**config.mk**
```make
export PLATFORM = sky130hd
export DESIGN_NAME = rtc_calendar
export DESIGN_NICKNAME = d
export VERILOG_FILES = /design/src/rtl/rtc_pkg.sv /design/src/rtl/rtc_tick_gen.sv /design/src/rtl/rtc_calendar.sv
export SDC_FILE = /design/constraint.sdc
export NUM_CORES = 1
export LEC_CHECK = 0
export ABC_AREA = 1
export CORE_ASPECT_RATIO = 0.6
export CORE_MARGIN = 10
export CORE_UTILIZATION = 57
export DETAILED_ROUTE_END_ITERATION = 10
export GPL_ROUTABILITY_DRIVEN = 0
export PLACE_DENSITY = 0.95
export REMOVE_ABC_BUFFERS = 1
export SLEW_MARGIN = 40
export SYNTH_ARGS = -nofsm -noshare
export SYNTH_HDL_FRONTEND = slang
export SYNTH_HIERARCHICAL = 1
export SYNTH_SLANG_ARGS = --single-unit
```
**constraint.sdc**
```tcl
create_clock -name clk -period 3.1 [get_ports clk]
set_input_delay 0.775 -clock clk [delete_from_list [all_inputs] [get_ports clk]]
set_output_delay 0.775 -clock clk [all_outputs]
set_load 0.01 [all_outputs]
```
**src/rtl/rtc_pkg.sv**
```systemverilog
// Shared widths, field limits, month-length rule and set-time FSM states
// for the real-time calendar.
package rtc_pkg;

  localparam int SEC_W   = 6;
  localparam int MIN_W   = 6;
  localparam int HOUR_W  = 5;
  localparam int DAY_W   = 5;
  localparam int MONTH_W = 4;
  localparam int YEAR_W  = 7;

  localparam logic [SEC_W-1:0]   MAX_SEC   = 6'd59;
  localparam logic [MIN_W-1:0]   MAX_MIN   = 6'd59;
  localparam logic [HOUR_W-1:0]  MAX_HOUR  = 5'd23;
  localparam logic [MONTH_W-1:0] MAX_MONTH = 4'd12;

  typedef enum logic [1:0] {
    IDLE  = 2'd0,
    CHECK = 2'd1,
    RESP  = 2'd2
  } set_state_e;

  // Year 0 is 2000, so every year divisible by four is a leap year.
  function automatic logic [DAY_W-1:0] days_in_month(input logic [MONTH_W-1:0] month,
                                                     input logic [YEAR_W-1:0]  year);
    case (month)
      4'd2:                  days_in_month = (year[1:0] == 2'b00) ? 5'd29 : 5'd28;
      4'd4, 4'd6, 4'd9, 4'd11: days_in_month = 5'd30;
      default:               days_in_month = 5'd31;
    endcase
  endfunction

endpackage

```
**src/rtl/rtc_tick_gen.sv**
```systemverilog
// Prescaler dividing clk down to a one-cycle strobe per second.
// tick is high in the cycle the counter sits at its terminal count while running.
module rtc_tick_gen
  import rtc_pkg::*;
#(
  parameter int CLK_HZ = 50_000_000
) (
  input  logic clk,
  input  logic rst,
  input  logic run,
  input  logic clear,
  output logic tick
);

  localparam int                CNT_W = $clog2(CLK_HZ);
  localparam logic [CNT_W-1:0]  TERM  = CNT_W'(CLK_HZ - 1);

  logic [CNT_W-1:0] cnt;

  assign tick = run && (cnt == TERM);

  // clear beats run so a fresh load always starts a full second.
  always_ff @(posedge clk) begin
    if (rst) begin
      cnt <= '0;
    end else if (clear) begin
      cnt <= '0;
    end else if (run) begin
      if (cnt == TERM) cnt <= '0;
      else             cnt <= cnt + 1'b1;
    end
  end

endmodule

```
**src/rtl/rtc_calendar.sv**
```systemverilog
// Binary calendar clock: 1 Hz cascade from seconds to year plus a
// range-checked set-time load through a three-state handshake FSM.
module rtc_calendar
  import rtc_pkg::*;
#(
  parameter int CLK_HZ   = 50_000_000,
  parameter int YEAR_MAX = 99
) (
  input  logic               clk,
  input  logic               rst,
  input  logic               run,
  input  logic               set_valid,
  output logic               set_ready,
  input  logic [SEC_W-1:0]   set_sec,
  input  logic [MIN_W-1:0]   set_min,
  input  logic [HOUR_W-1:0]  set_hour,
  input  logic [DAY_W-1:0]   set_day,
  input  logic [MONTH_W-1:0] set_month,
  input  logic [YEAR_W-1:0]  set_year,
  output logic               set_err,
  output logic [SEC_W-1:0]   second,
  output logic [MIN_W-1:0]   minute,
  output logic [HOUR_W-1:0]  hour,
  output logic [DAY_W-1:0]   day,
  output logic [MONTH_W-1:0] month,
  output logic [YEAR_W-1:0]  year,
  output logic               tick_1hz,
  output logic               day_roll,
  output set_state_e         set_state
);

  localparam logic [YEAR_W-1:0] YMAX = YEAR_W'(YEAR_MAX);

  set_state_e state_q, state_d;
  logic       err_q;
  logic       fields_ok;
  logic       load;
  logic       wrap;

  logic [SEC_W-1:0]   sec_n;
  logic [MIN_W-1:0]   min_n;
  logic [HOUR_W-1:0]  hour_n;
  logic [DAY_W-1:0]   day_n;
  logic [MONTH_W-1:0] month_n;
  logic [YEAR_W-1:0]  year_n;
  logic               roll_n;

  assign fields_ok = (set_sec <= MAX_SEC) && (set_min <= MAX_MIN) && (set_hour <= MAX_HOUR) &&
                     (set_month != '0) && (set_month <= MAX_MONTH) && (set_year <= YMAX) &&
                     (set_day != '0) && (set_day <= days_in_month(set_month, set_year));

  // Handshake: the requester holds set_valid and the fields stable; set_ready is high for
  // exactly one cycle (RESP) and the transfer completes on the edge where valid & ready.
  // Dropping set_valid before RESP abandons the request silently.
  assign set_ready = (state_q == RESP);
  assign set_err   = (state_q == RESP) && err_q;
  assign load      = (state_q == RESP) && set_valid && !err_q;
  assign set_state = state_q;

  rtc_tick_gen #(.CLK_HZ(CLK_HZ)) u_tick_gen (
    .clk   (clk),
    .rst   (rst),
    .run   (run),
    .clear (load),
    .tick  (wrap)
  );

  always_ff @(posedge clk) begin
    if (rst) state_q <= IDLE;
    else     state_q <= state_d;
  end

  always_comb begin
    state_d = state_q;
    case (state_q)
      IDLE:    if (set_valid) state_d = CHECK;
      CHECK:   state_d = set_valid ? RESP : IDLE;
      RESP:    state_d = IDLE;
      default: state_d = IDLE;
    endcase
  end

  // Range check is registered during CHECK so RESP reports from a flop.
  always_ff @(posedge clk) begin
    if (rst)                   err_q <= 1'b0;
    else if (state_q == CHECK) err_q <= !fields_ok;
  end

  always_comb begin
    sec_n   = second;
    min_n   = minute;
    hour_n  = hour;
    day_n   = day;
    month_n = month;
    year_n  = year;
    roll_n  = 1'b0;
    if (second != MAX_SEC) begin
      sec_n = second + 6'd1;
    end else begin
      sec_n = '0;
      if (minute != MAX_MIN) begin
        min_n = minute + 6'd1;
      end else begin
        min_n = '0;
        if (hour != MAX_HOUR) begin
          hour_n = hour + 5'd1;
        end else begin
          hour_n = '0;
          roll_n = 1'b1;
          if (day != days_in_month(month, year)) begin
            day_n = day + 5'd1;
          end else begin
            day_n = 5'd1;
            if (month != MAX_MONTH) begin
              month_n = month + 4'd1;
            end else begin
              month_n = 4'd1;
              year_n  = (year == YMAX) ? '0 : year + 7'd1;
            end
          end
        end
      end
    end
  end

  // A load in the same cycle as a prescaler wrap replaces the increment entirely.
  always_ff @(posedge clk) begin
    if (rst) begin
      second   <= '0;
      minute   <= '0;
      hour     <= '0;
      day      <= 5'd1;
      month    <= 4'd1;
      year     <= '0;
      tick_1hz <= 1'b0;
      day_roll <= 1'b0;
    end else begin
      tick_1hz <= wrap && !load;
      day_roll <= wrap && !load && roll_n;
      if (load) begin
        second <= set_sec;
        minute <= set_min;
        hour   <= set_hour;
        day    <= set_day;
        month  <= set_month;
        year   <= set_year;
      end else if (wrap) begin
        second <= sec_n;
        minute <= min_n;
        hour   <= hour_n;
        day    <= day_n;
        month  <= month_n;
        year   <= year_n;
      end
    end
  end

endmodule
```
==> metrics.yaml <==
status: "finished clean"
cts_setup_buffers: 0
drc: 0
drive_above_1_share_pct: 8.41
ant_nets: 0
timing.rr.end: "year[2]"
die_y_um: 85.0
grt_usage_pct: 23.4
antenna_found_initial: 0
maxSlewHeadroom_pct: 50.7
num_antenna_cells: 0
drt-total-wl_um: 13300
crit_type: "input port to flop"
cp.required_ns: 3.32
clk_latency_ns: 0.33
via_count: 4550
clkSlewWorstSetupHoldPaths_ns: 0.05
setup_viol: 0
r2r_start: "u_tick_gen/cnt[1]"
postSynthCellCount: 595
critPathLaunchType: "input port"
vias_per_cell: 5.95
fmax_ghz: 0.360
tritoncts: "built"
slew_violations: 0
crit_chain: "clkdlybuf4s50_1 > nor4_1 > o21ai_0 > o211a_1 > ha_1 > a21boi_0 > o2111ai_1 > o2111ai_1 > o21a_1"
finalSetupTns_ns: 0
nFillCells: 453
r2r_cells: 13
drt_iter0_drc: 552
finalCritPeriodShare_pct: 89.7
cts_root_buf: "clkbuf_16"
grt_pass1_wl_um: 21200
leakage_nw: 2.07
worst-slew-pin-transition_ns: 0.738
num_rows: 23
cts_buffers: 9
io_buffers: 75
hold_class: "flop to flop"
rrSetupSlack_ns: 0.84
holdPathEnd: "set_state[0]"
nets: 724
grt_max_degree: 25
final.setup_skew_ns: 0.00622
die_area_mm2: 0.0109
firstDrtPassIters: 9
clk_path_buf_depth: 2
avgSynthCellArea_um2: 6.74
drv_cap: 0
fin_crit_ns: 2.78
yosysSeqAreaShare_pct: 31.9
irDropWorstVdd_uv: 270
synth_cell_types: 44
crit_slowest_cell: "nor4_1"
worst_hold_path.num_cells: 1
path_max_fanout: 4
hpwl_um: 9640
end_kind: "flop"
finalHoldViolations: 0
cellPowerDensity_mw_per_mm2: 401
stdcell_area_mm2: 0.00515
ios: 76
yosysWarnings: 6
fin_ws_ns: 0.321
htreeDepth: 3
min_from: "set_state[1]"
syn-cell-area_mm2: 0.00401
initial_utilization_pct: 59.3
grt_overflow_total: 0
crit_arrival_ns: 3.00
ys_ff_latch: 64
grt_pass1_vias: 4244
clock-sinks: 64
wl_per_cell_um: 17.3
postPlaceCellArea_mm2: 0.00483
hold_buffers: 0
rsz0062_at_grt: "no"
die_w_um: 128
dp_slack_ns: 0.0870
fp.coreArea_mm2: 0.00676
crit_top_cell: "o2111ai_1"
syn_to_final_growth_pct: 28.5
cpPeakStageDelay_ns: 0.52
cts_resized: 0
-- layout make-up --
type	count	area [µm²]	share of cell area, %
clock buffer	11	243	4.71
clock inverter	5	80.1	1.55
tap	87	109	2.11
multi-input combinational	455	2410	46.8
sequential	64	1280	24.9
inverter	63	240	4.66
timing repair buffer	80	788	15.3
-- cells in the mapped netlist, drive strengths merged --
| cell type | n | area [µm²] |
|---|---|---|
| nor3 | 8 | 40.0 |
| clkbuf | 6 | 22.5 |
| xor2 | 19 | 166 |
| nand4 | 10 | 62.6 |
| o31ai | 1 | 7.51 |
| dfxtp | 64 | 1280 |
| nor4 | 3 | 18.8 |
| mux2i | 1 | 10.0 |
| o21a | 1 | 7.51 |
| xnor2 | 9 | 78.8 |
| o211a | 1 | 10.0 |
| nand3 | 52 | 290 |
| and2 | 1 | 6.26 |
| o2111ai | 2 | 17.5 |
| buf | 7 | 55.1 |
| o311ai | 1 | 8.76 |
| a22oi | 2 | 15.0 |
| nor2 | 103 | 475 |
| a21oi | 29 | 145 |
| a31oi | 7 | 43.8 |
| o21ai | 34 | 181 |
| nand2 | 149 | 597 |
| clkinv | 1 | 5.00 |
| a211oi | 1 | 7.51 |
| ha | 14 | 175 |
| a21boi | 1 | 7.51 |
| o211ai | 2 | 15.0 |
| inv | 62 | 235 |
| o22ai | 2 | 12.5 |
| or2 | 2 | 12.5 |
-- worst max-delay path, delay by kind of cell --
| family | cells | cell delay, ns |
|---|---|---|
| buffers and inverters | 1 | 0.51 |
| and+or+nand+nor | 1 | 0.52 |
| adders and majority gates | 1 | 0.28 |
| AOI/OAI and AO/OA | 6 | 0.90 |
-- metal layers --
layer / GRT usage [%] / wire length, µm
met3: 7.45 / 1680
met1: 29.8 / 5250
met4: 8.35 / 378
met2: 36.2 / 5950
met5: 0 / 0
-- power by group --
part           switching, mW  total, mW  internal (mW)
registers            0.00578      0.834          0.828
logic                 0.0643      0.127         0.0624
clock network          0.382       1.11          0.724
total                  0.452       2.07           1.61
-- through the flow --
step | utilization [%] | power (mW) | cells | hold slack (ns)
after detailed placement | 71.4 | 0.973 | 749 | 0.471
after global routing | 76.2 | 2.11 | 765 | 0.488
after floorplan | - | 0.891 | 582 | 0.455
after global placement | 71.4 | 0.969 | 749 | 0.462
final | 76.2 | 2.07 | 765 | 0.477
after CTS | 76.2 | 2.06 | 765 | 0.471
-- how the worst max path moves through the flow --
stage	to	from	slack (ns)	depth (start not counted)
after CTS	err_q	set_month[2]	0.35	9
after global placement	err_q	set_month[1]	0.17	10
after floorplan	year[0]	run	0.92	11
after global routing	err_q	set_month[2]	0.17	9
after detailed placement	err_q	set_month[2]	0.09	9
final	err_q	set_month[2]	0.32	9
-- registers in the layout, summed over array words and instances (netlist names) --
name,count
hour,5
month,4
year,7
day,5
u_tick_gen/cnt,26
set_state,2
tick_1hz,1
day_roll,1
minute,6
err_q,1
second,6
-- kinds of logic after synthesis --
family | synth area share (%)
simple gates | 37.5
compound gates | 11.9
buf+inv | 7.92
flops | 31.9
xor+xnor | 6.11
fa+ha+maj | 4.37
mux | 0.250
-- cells in the final DEF (no fill, tap or decap), types with 10 or more instances in the layout --
cell type	n
clkdlybuf4s50_1	75
nor2_1	87
inv_1	57
nand4_1	10
a21oi_1	29
xor2_1	19
nand3_1	49
dfxtp_1	64
nand2_1	140
ha_1	14
o21ai_0	29
Note: power is estimated with default switching activity, not from simulation.
